===== src/rtl/alu_sched_pkg.sv =====
// Shared types and constants for the ALU request scheduler.
// Holds the FSM state encoding and the unit-select decode.
package alu_sched_pkg;

  typedef enum logic [1:0] {
    StIdle  = 2'd0,
    StIssue = 2'd1,
    StWait  = 2'd2,
    StResp  = 2'd3
  } state_e;

  localparam logic [1:0] UNIT_ARITH = 2'b00;
  localparam logic [1:0] UNIT_LOGIC = 2'b01;
  localparam logic [1:0] UNIT_CMP   = 2'b10;
  localparam logic [1:0] UNIT_SHIFT = 2'b11;

  // Enable vector bit order: {shift, cmp, logic, arith}.
  function automatic logic [3:0] unit_onehot(input logic [1:0] sel);
    logic [3:0] oh;
    oh = 4'b0000;
    unique case (sel)
      UNIT_ARITH: oh = 4'b0001;
      UNIT_LOGIC: oh = 4'b0010;
      UNIT_CMP:   oh = 4'b0100;
      UNIT_SHIFT: oh = 4'b1000;
      default:    oh = 4'b0000;
    endcase
    return oh;
  endfunction

endpackage


===== src/rtl/rr_arb2.sv =====
// Two-way round-robin grant. Purely combinational; the "last granted"
// state lives in the parent so it only advances on an actual accept.
module rr_arb2 (
  input  logic [1:0] req,
  input  logic       last,
  output logic [1:0] gnt
);

  always_comb begin
    gnt    = 2'b00;
    // A lone requester always wins; on contention the one not served last wins.
    gnt[0] = req[0] & (~req[1] | last);
    gnt[1] = req[1] & (~req[0] | ~last);
  end

endmodule


===== src/rtl/alu_req_scheduler.sv =====
// Arbitrates two requesters onto the shared ALU units, issues one enable
// pulse per operation and returns a tagged response with a timeout guard.
module alu_req_scheduler
  import alu_sched_pkg::*;
#(
  parameter int unsigned WIDTH   = 16,
  parameter int unsigned TIMEOUT = 4
) (
  input  logic             CLK,
  input  logic             RST,

  input  logic             req0_valid,
  output logic             req0_ready,
  input  logic [WIDTH-1:0] req0_a,
  input  logic [WIDTH-1:0] req0_b,
  input  logic [3:0]       req0_fun,

  input  logic             req1_valid,
  output logic             req1_ready,
  input  logic [WIDTH-1:0] req1_a,
  input  logic [WIDTH-1:0] req1_b,
  input  logic [3:0]       req1_fun,

  output logic [WIDTH-1:0] alu_a,
  output logic [WIDTH-1:0] alu_b,
  output logic [1:0]       alu_fun,
  output logic             arith_en,
  output logic             logic_en,
  output logic             cmp_en,
  output logic             shift_en,
  input  logic [WIDTH-1:0] alu_out,
  input  logic             alu_flag,

  output logic             resp_valid,
  input  logic             resp_ready,
  output logic             resp_id,
  output logic [WIDTH-1:0] resp_data,
  output logic             resp_err
);

  localparam int unsigned    CntW    = $clog2(TIMEOUT) + 1;
  localparam logic [CntW-1:0] CntLast = CntW'(TIMEOUT - 1);
  localparam logic [CntW-1:0] CntMax  = '1;

  state_e           state_q, state_d;
  logic             rr_last_q, rr_last_d;
  logic             id_q, id_d;
  logic [3:0]       fun_q, fun_d;
  logic [WIDTH-1:0] alu_a_q, alu_a_d;
  logic [WIDTH-1:0] alu_b_q, alu_b_d;
  logic [CntW-1:0]  cnt_q, cnt_d;
  logic             resp_valid_q, resp_valid_d;
  logic [WIDTH-1:0] resp_data_q, resp_data_d;
  logic             resp_err_q, resp_err_d;

  logic [1:0]       gnt;
  logic [3:0]       unit_en;

  rr_arb2 u_arb (
    .req  ({req1_valid, req0_valid}),
    .last (rr_last_q),
    .gnt  (gnt)
  );

  always_comb begin
    state_d      = state_q;
    rr_last_d    = rr_last_q;
    id_d         = id_q;
    fun_d        = fun_q;
    alu_a_d      = alu_a_q;
    alu_b_d      = alu_b_q;
    cnt_d        = cnt_q;
    resp_valid_d = resp_valid_q;
    resp_data_d  = resp_data_q;
    resp_err_d   = resp_err_q;
    req0_ready   = 1'b0;
    req1_ready   = 1'b0;
    unit_en      = 4'b0000;

    unique case (state_q)
      StIdle: begin
        if (|gnt) begin
          req0_ready = gnt[0];
          req1_ready = gnt[1];
          alu_a_d    = gnt[1] ? req1_a   : req0_a;
          alu_b_d    = gnt[1] ? req1_b   : req0_b;
          fun_d      = gnt[1] ? req1_fun : req0_fun;
          id_d       = gnt[1];
          rr_last_d  = gnt[1];
          state_d    = StIssue;
        end
      end

      StIssue: begin
        unit_en = unit_onehot(fun_q[3:2]);
        cnt_d   = '0;
        state_d = StWait;
      end

      StWait: begin
        // A flag arriving on the last allowed cycle still beats the timeout.
        if (alu_flag) begin
          resp_data_d  = alu_out;
          resp_err_d   = 1'b0;
          resp_valid_d = 1'b1;
          state_d      = StResp;
        end else if (cnt_q == CntLast) begin
          resp_data_d  = '0;
          resp_err_d   = 1'b1;
          resp_valid_d = 1'b1;
          state_d      = StResp;
        end else if (cnt_q != CntMax) begin
          cnt_d = cnt_q + 1'b1;
        end
      end

      StResp: begin
        if (resp_ready) begin
          resp_valid_d = 1'b0;
          state_d      = StIdle;
        end
      end

      default: state_d = StIdle;
    endcase
  end

  always_ff @(posedge CLK or negedge RST) begin
    if (!RST) begin
      state_q      <= StIdle;
      rr_last_q    <= 1'b1;
      id_q         <= 1'b0;
      fun_q        <= 4'b0000;
      alu_a_q      <= '0;
      alu_b_q      <= '0;
      cnt_q        <= '0;
      resp_valid_q <= 1'b0;
      resp_data_q  <= '0;
      resp_err_q   <= 1'b0;
    end else begin
      state_q      <= state_d;
      rr_last_q    <= rr_last_d;
      id_q         <= id_d;
      fun_q        <= fun_d;
      alu_a_q      <= alu_a_d;
      alu_b_q      <= alu_b_d;
      cnt_q        <= cnt_d;
      resp_valid_q <= resp_valid_d;
      resp_data_q  <= resp_data_d;
      resp_err_q   <= resp_err_d;
    end
  end

  assign alu_a      = alu_a_q;
  assign alu_b      = alu_b_q;
  assign alu_fun    = fun_q[1:0];
  assign arith_en   = unit_en[0];
  assign logic_en   = unit_en[1];
  assign cmp_en     = unit_en[2];
  assign shift_en   = unit_en[3];
  assign resp_valid = resp_valid_q;
  assign resp_id    = id_q;
  assign resp_data  = resp_data_q;
  assign resp_err   = resp_err_q;

endmodule

===== config.mk =====
export PLATFORM = sky130hd
export DESIGN_NAME = alu_req_scheduler
export DESIGN_NICKNAME = d
export VERILOG_FILES = /design/src/rtl/alu_sched_pkg.sv /design/src/rtl/rr_arb2.sv /design/src/rtl/alu_req_scheduler.sv
export SDC_FILE = /design/constraint.sdc
export NUM_CORES = 1
export LEC_CHECK = 0
export BUFFER_PORTS_ARGS = -buffer_cell sky130_fd_sc_hd__buf_2
export CAP_MARGIN = 0
export CELL_PAD_IN_SITES_DETAIL_PLACEMENT = 1
export CELL_PAD_IN_SITES_GLOBAL_PLACEMENT = 1
export CORE_MARGIN = 1
export CORE_UTILIZATION = 34
export CTS_BUF_LIST = sky130_fd_sc_hd__clkbuf_2 sky130_fd_sc_hd__clkbuf_4 sky130_fd_sc_hd__clkbuf_8
export DETAILED_ROUTE_END_ITERATION = 8
export PLACE_DENSITY = 0.92
export SKIP_CTS_REPAIR_TIMING = 1
export SYNTH_ARGS = -nofsm -noshare
export SYNTH_HDL_FRONTEND = slang
export SYNTH_SLANG_ARGS = --single-unit
export TNS_END_PERCENT = 1

===== constraint.sdc =====
create_clock -name CLK -period 1.8 [get_ports CLK]
set_input_delay 0.36 -clock CLK [delete_from_list [all_inputs] [get_ports CLK]]
set_output_delay 0.36 -clock CLK [all_outputs]
set_load 0.01 [all_outputs]

==> results_dict.tcl <==
set metrics [dict create \
    status "complete, no violations" \
    rows 32 \
    maxCapViolCount 0 \
    grt_pass1_vias 2525 \
    power_density_nw_per_um2 1630 \
    syn_area_sq_um 2776 \
    core_sq_um 7807 \
    hold_slack_ps 33.05 \
    leakagePower_uw 0.002164 \
    port_buffers 152 \
    muxShareOfSynthArea 0.1338 \
    htreeDepth 3 \
    syn-num-nets 352 \
    die_w_microns 92.37 \
    combPwrFrac 0.434 \
    crit_type "reg2out" \
    ys_ff_latch 61 \
    rsz0062_at_grt "true" \
    routed_wl_microns 7378 \
    avgSynthCellArea_sq_um 11.06 \
    max_stage_delay_ps 440 \
    track_usage 0.1822 \
    start_kind "flop" \
    grt_antenna_before_repair 0 \
    ys.flop_type "dfrtp_1" \
    detail-route-antenna-nets 0 \
    root_buffer "clkbuf_8" \
    min_path_type "in2async" \
    drive_gt1_frac 0.4645 \
    grt.overflow.total 0 \
    path_clk_slew_ps 70 \
    nFillCells 934 \
    seqPwrFrac 0.381 \
    vdd_ir_drop_max_mv 0.5844 \
    p_switching_uw 2419 \
    finalCriticalPeriod_ps 1748 \
    cp_top_family "flip-flops" \
    numCtsBuffers 9 \
    clk_latency_ps 330 \
    power.clock.fraction 0.184 \
    tritoncts "done" \
    initial_utilization 0.3556 \
    relSlewSlack 0.7816 \
    fin_tns_setup_ps 0 \
    yosysWarnings 0 \
    synth.distinct_cells 32 \
    cts.sinks 61 \
    cp.required_ps 1440 \
    multi_input_area_sq_um 1164 \
    power.internal_uw 3931 \
    async_reset_ff_frac 1.000 \
    synth-xor-area-share 0 \
    synthSimpleGateAreaFrac 0.08067 \
    antenna_cells 0 \
    clock_skew_ps 12.44 \
    hold_viol 0 \
    critical_path_buf_inv_count 2 \
    max_freq_ghz 0.5720 \
    worstPathArrival_ps 1390 \
    setup_viol 0 \
    synth_fa_ha_area_frac 0.03155 \
    vias 2421 \
    first_pass_iters 4 \
    critPathCaptureType "output pin" \
    drv_slew 0 \
    syn_to_final_growth_pct 40.29 \
    regArea_sq_um 1529 \
    worst_slew_pin_slew_ps 327.5 \
    fin_crit_sh 0.9713 \
    drc_errors 0 \
    synthCells 251 \
    synth_top_family_by_area "compound AO/OA/AOI/OAI gates" \
    routed_via_density 4.738 \
    critPathMaxFanout 5 \
    hpwl_microns 5537 \
    drtIter0Drc 49 \
    grt_pass1_wl_microns 12130 \
    fin_nets 505 \
    ios 153 \
    synth-seq-area-share 0.5502 \
    wl_per_cell_microns 14.44 \
    cts.path.max_buffers 2 \
    grt_start_max_net_pins 73 \
    dieArea_sq_um 8531 \
    crit_chain "buf_4, ha_4, and3_1, buf_2" \
    synth-edff-count 0 \
    synth_compound_area_frac 0.1532 \
    slowest_stage "dfrtp_2" \
    p_sw_frac 0.3809 \
    die_h_microns 92.37 \
    gp_congestion 0.7353 \
]
==> final cells by class <==
cell class | instances | share of cell area
timing repair buffer | 159 | 0.2184
multi-input combinational | 164 | 0.2987
sequential | 61 | 0.3925
clock inverter | 7 | 0.01703
clock buffer | 9 | 0.03180
tap | 102 | 0.03277
inverter | 9 | 0.008673
==> final timing paths <==
kind                            startpoint           end  slack [ps]  cells past startpoint
worst max-delay path            state_q[0]      shift_en          50                      4
worst min-delay path                   RST  resp_data[4]          30                      2
worst max register to register    cnt_q[0]      cnt_q[0]          90                      5
worst min register to register    fun_q[1]      fun_q[1]         480                      2
max in group asynchronous              RST     rr_last_q        1450                      2
min in group CLK                alu_out[7]  resp_data[7]         240                      2
==> layer usage <==
| metal | wire [microns] | share of wire | global-route usage |
|---|---|---|---|
| met3 | 486 | 0.066 | 0.04762 |
| met2 | 3782 | 0.51 | 0.3210 |
| met4 | 67 | 0.0091 | 0.06771 |
| met1 | 3041 | 0.41 | 0.2116 |
| met5 | 0 | 0 | 0 |
==> worst register-to-register path, cell delays in order (launching register included) <==
cell and delay (ps):
dfrtp_1 410, ha_1 230, ha_1 180, or4b_4 550, nand3_1 120, o21ai_0 90
==> placed cells by master (no fill, tap or decap), types with 4 or more instances in the layout <==
master	synthesis	layout
buf_2	7	152
dfrtp_1	60	59
nand2_1	38	37
mux2i_1	36	36
o21ai_0	22	22
o21ai_1	19	18
a22o_1	16	16
clkbuf_8	0	9
inv_1	9	7
nor2_1	4	4
ha_1	7	4
clkinv_2	0	4
buf_4	3	4
==> stage by stage <==
step	instances	worst slack, ps	util	power, uW	area (sq um)
after CTS	509	-156.3	0.4912	6343	3835
after floorplan	251	179.6	-	3998	2776
after global routing	511	-29.96	0.4989	6852	3895
after detailed placement	493	25.64	0.4668	5136	3645
after global placement	493	118.2	0.4668	4929	3645
final	511	51.64	0.4989	6350	3895
==> power groups by stage <==
stage	Clock (uW)	Sequential (uW)	Combinational (uW)
after floorplan	0	2660	1340
after global placement	0	2390	2540
after detailed placement	0	2450	2680
after CTS	1220	2430	2690
after global routing	1270	2510	3070
final	1170	2420	2760
==> registers in the layout, indices dropped and copies added (netlist names) <==
name,cells
alu_b,16
resp_id,1
resp_err,1
state_q,2
fun_q,4
cnt_q,3
alu_a,16
rr_last_q,1
resp_data,16
resp_valid,1
==> kinds of logic after synthesis <==
| family | after synthesis |
|---|---|
| buffers and inverters | 26 |
| flip-flops | 61 |
| AND/OR/NAND/NOR | 52 |
| adder cells (fa/ha/maj) | 7 |
| AO/OA/AOI/OAI | 68 |
| multiplexers | 37 |
==> synth_stat cells, drive strengths merged, types with 3 or more instances <==
library cell	instances	share of area
a21oi	3	0.0054
a22o	16	0.050
buf	13	0.033
clkbuf	4	0.0054
dfrtp	60	0.54
ha	7	0.032
inv	9	0.012
mux2i	36	0.13
nand2	38	0.051
nand3	3	0.0054
nor2	4	0.0054
o21ai	42	0.077
Power figures use the tool's default switching activity.
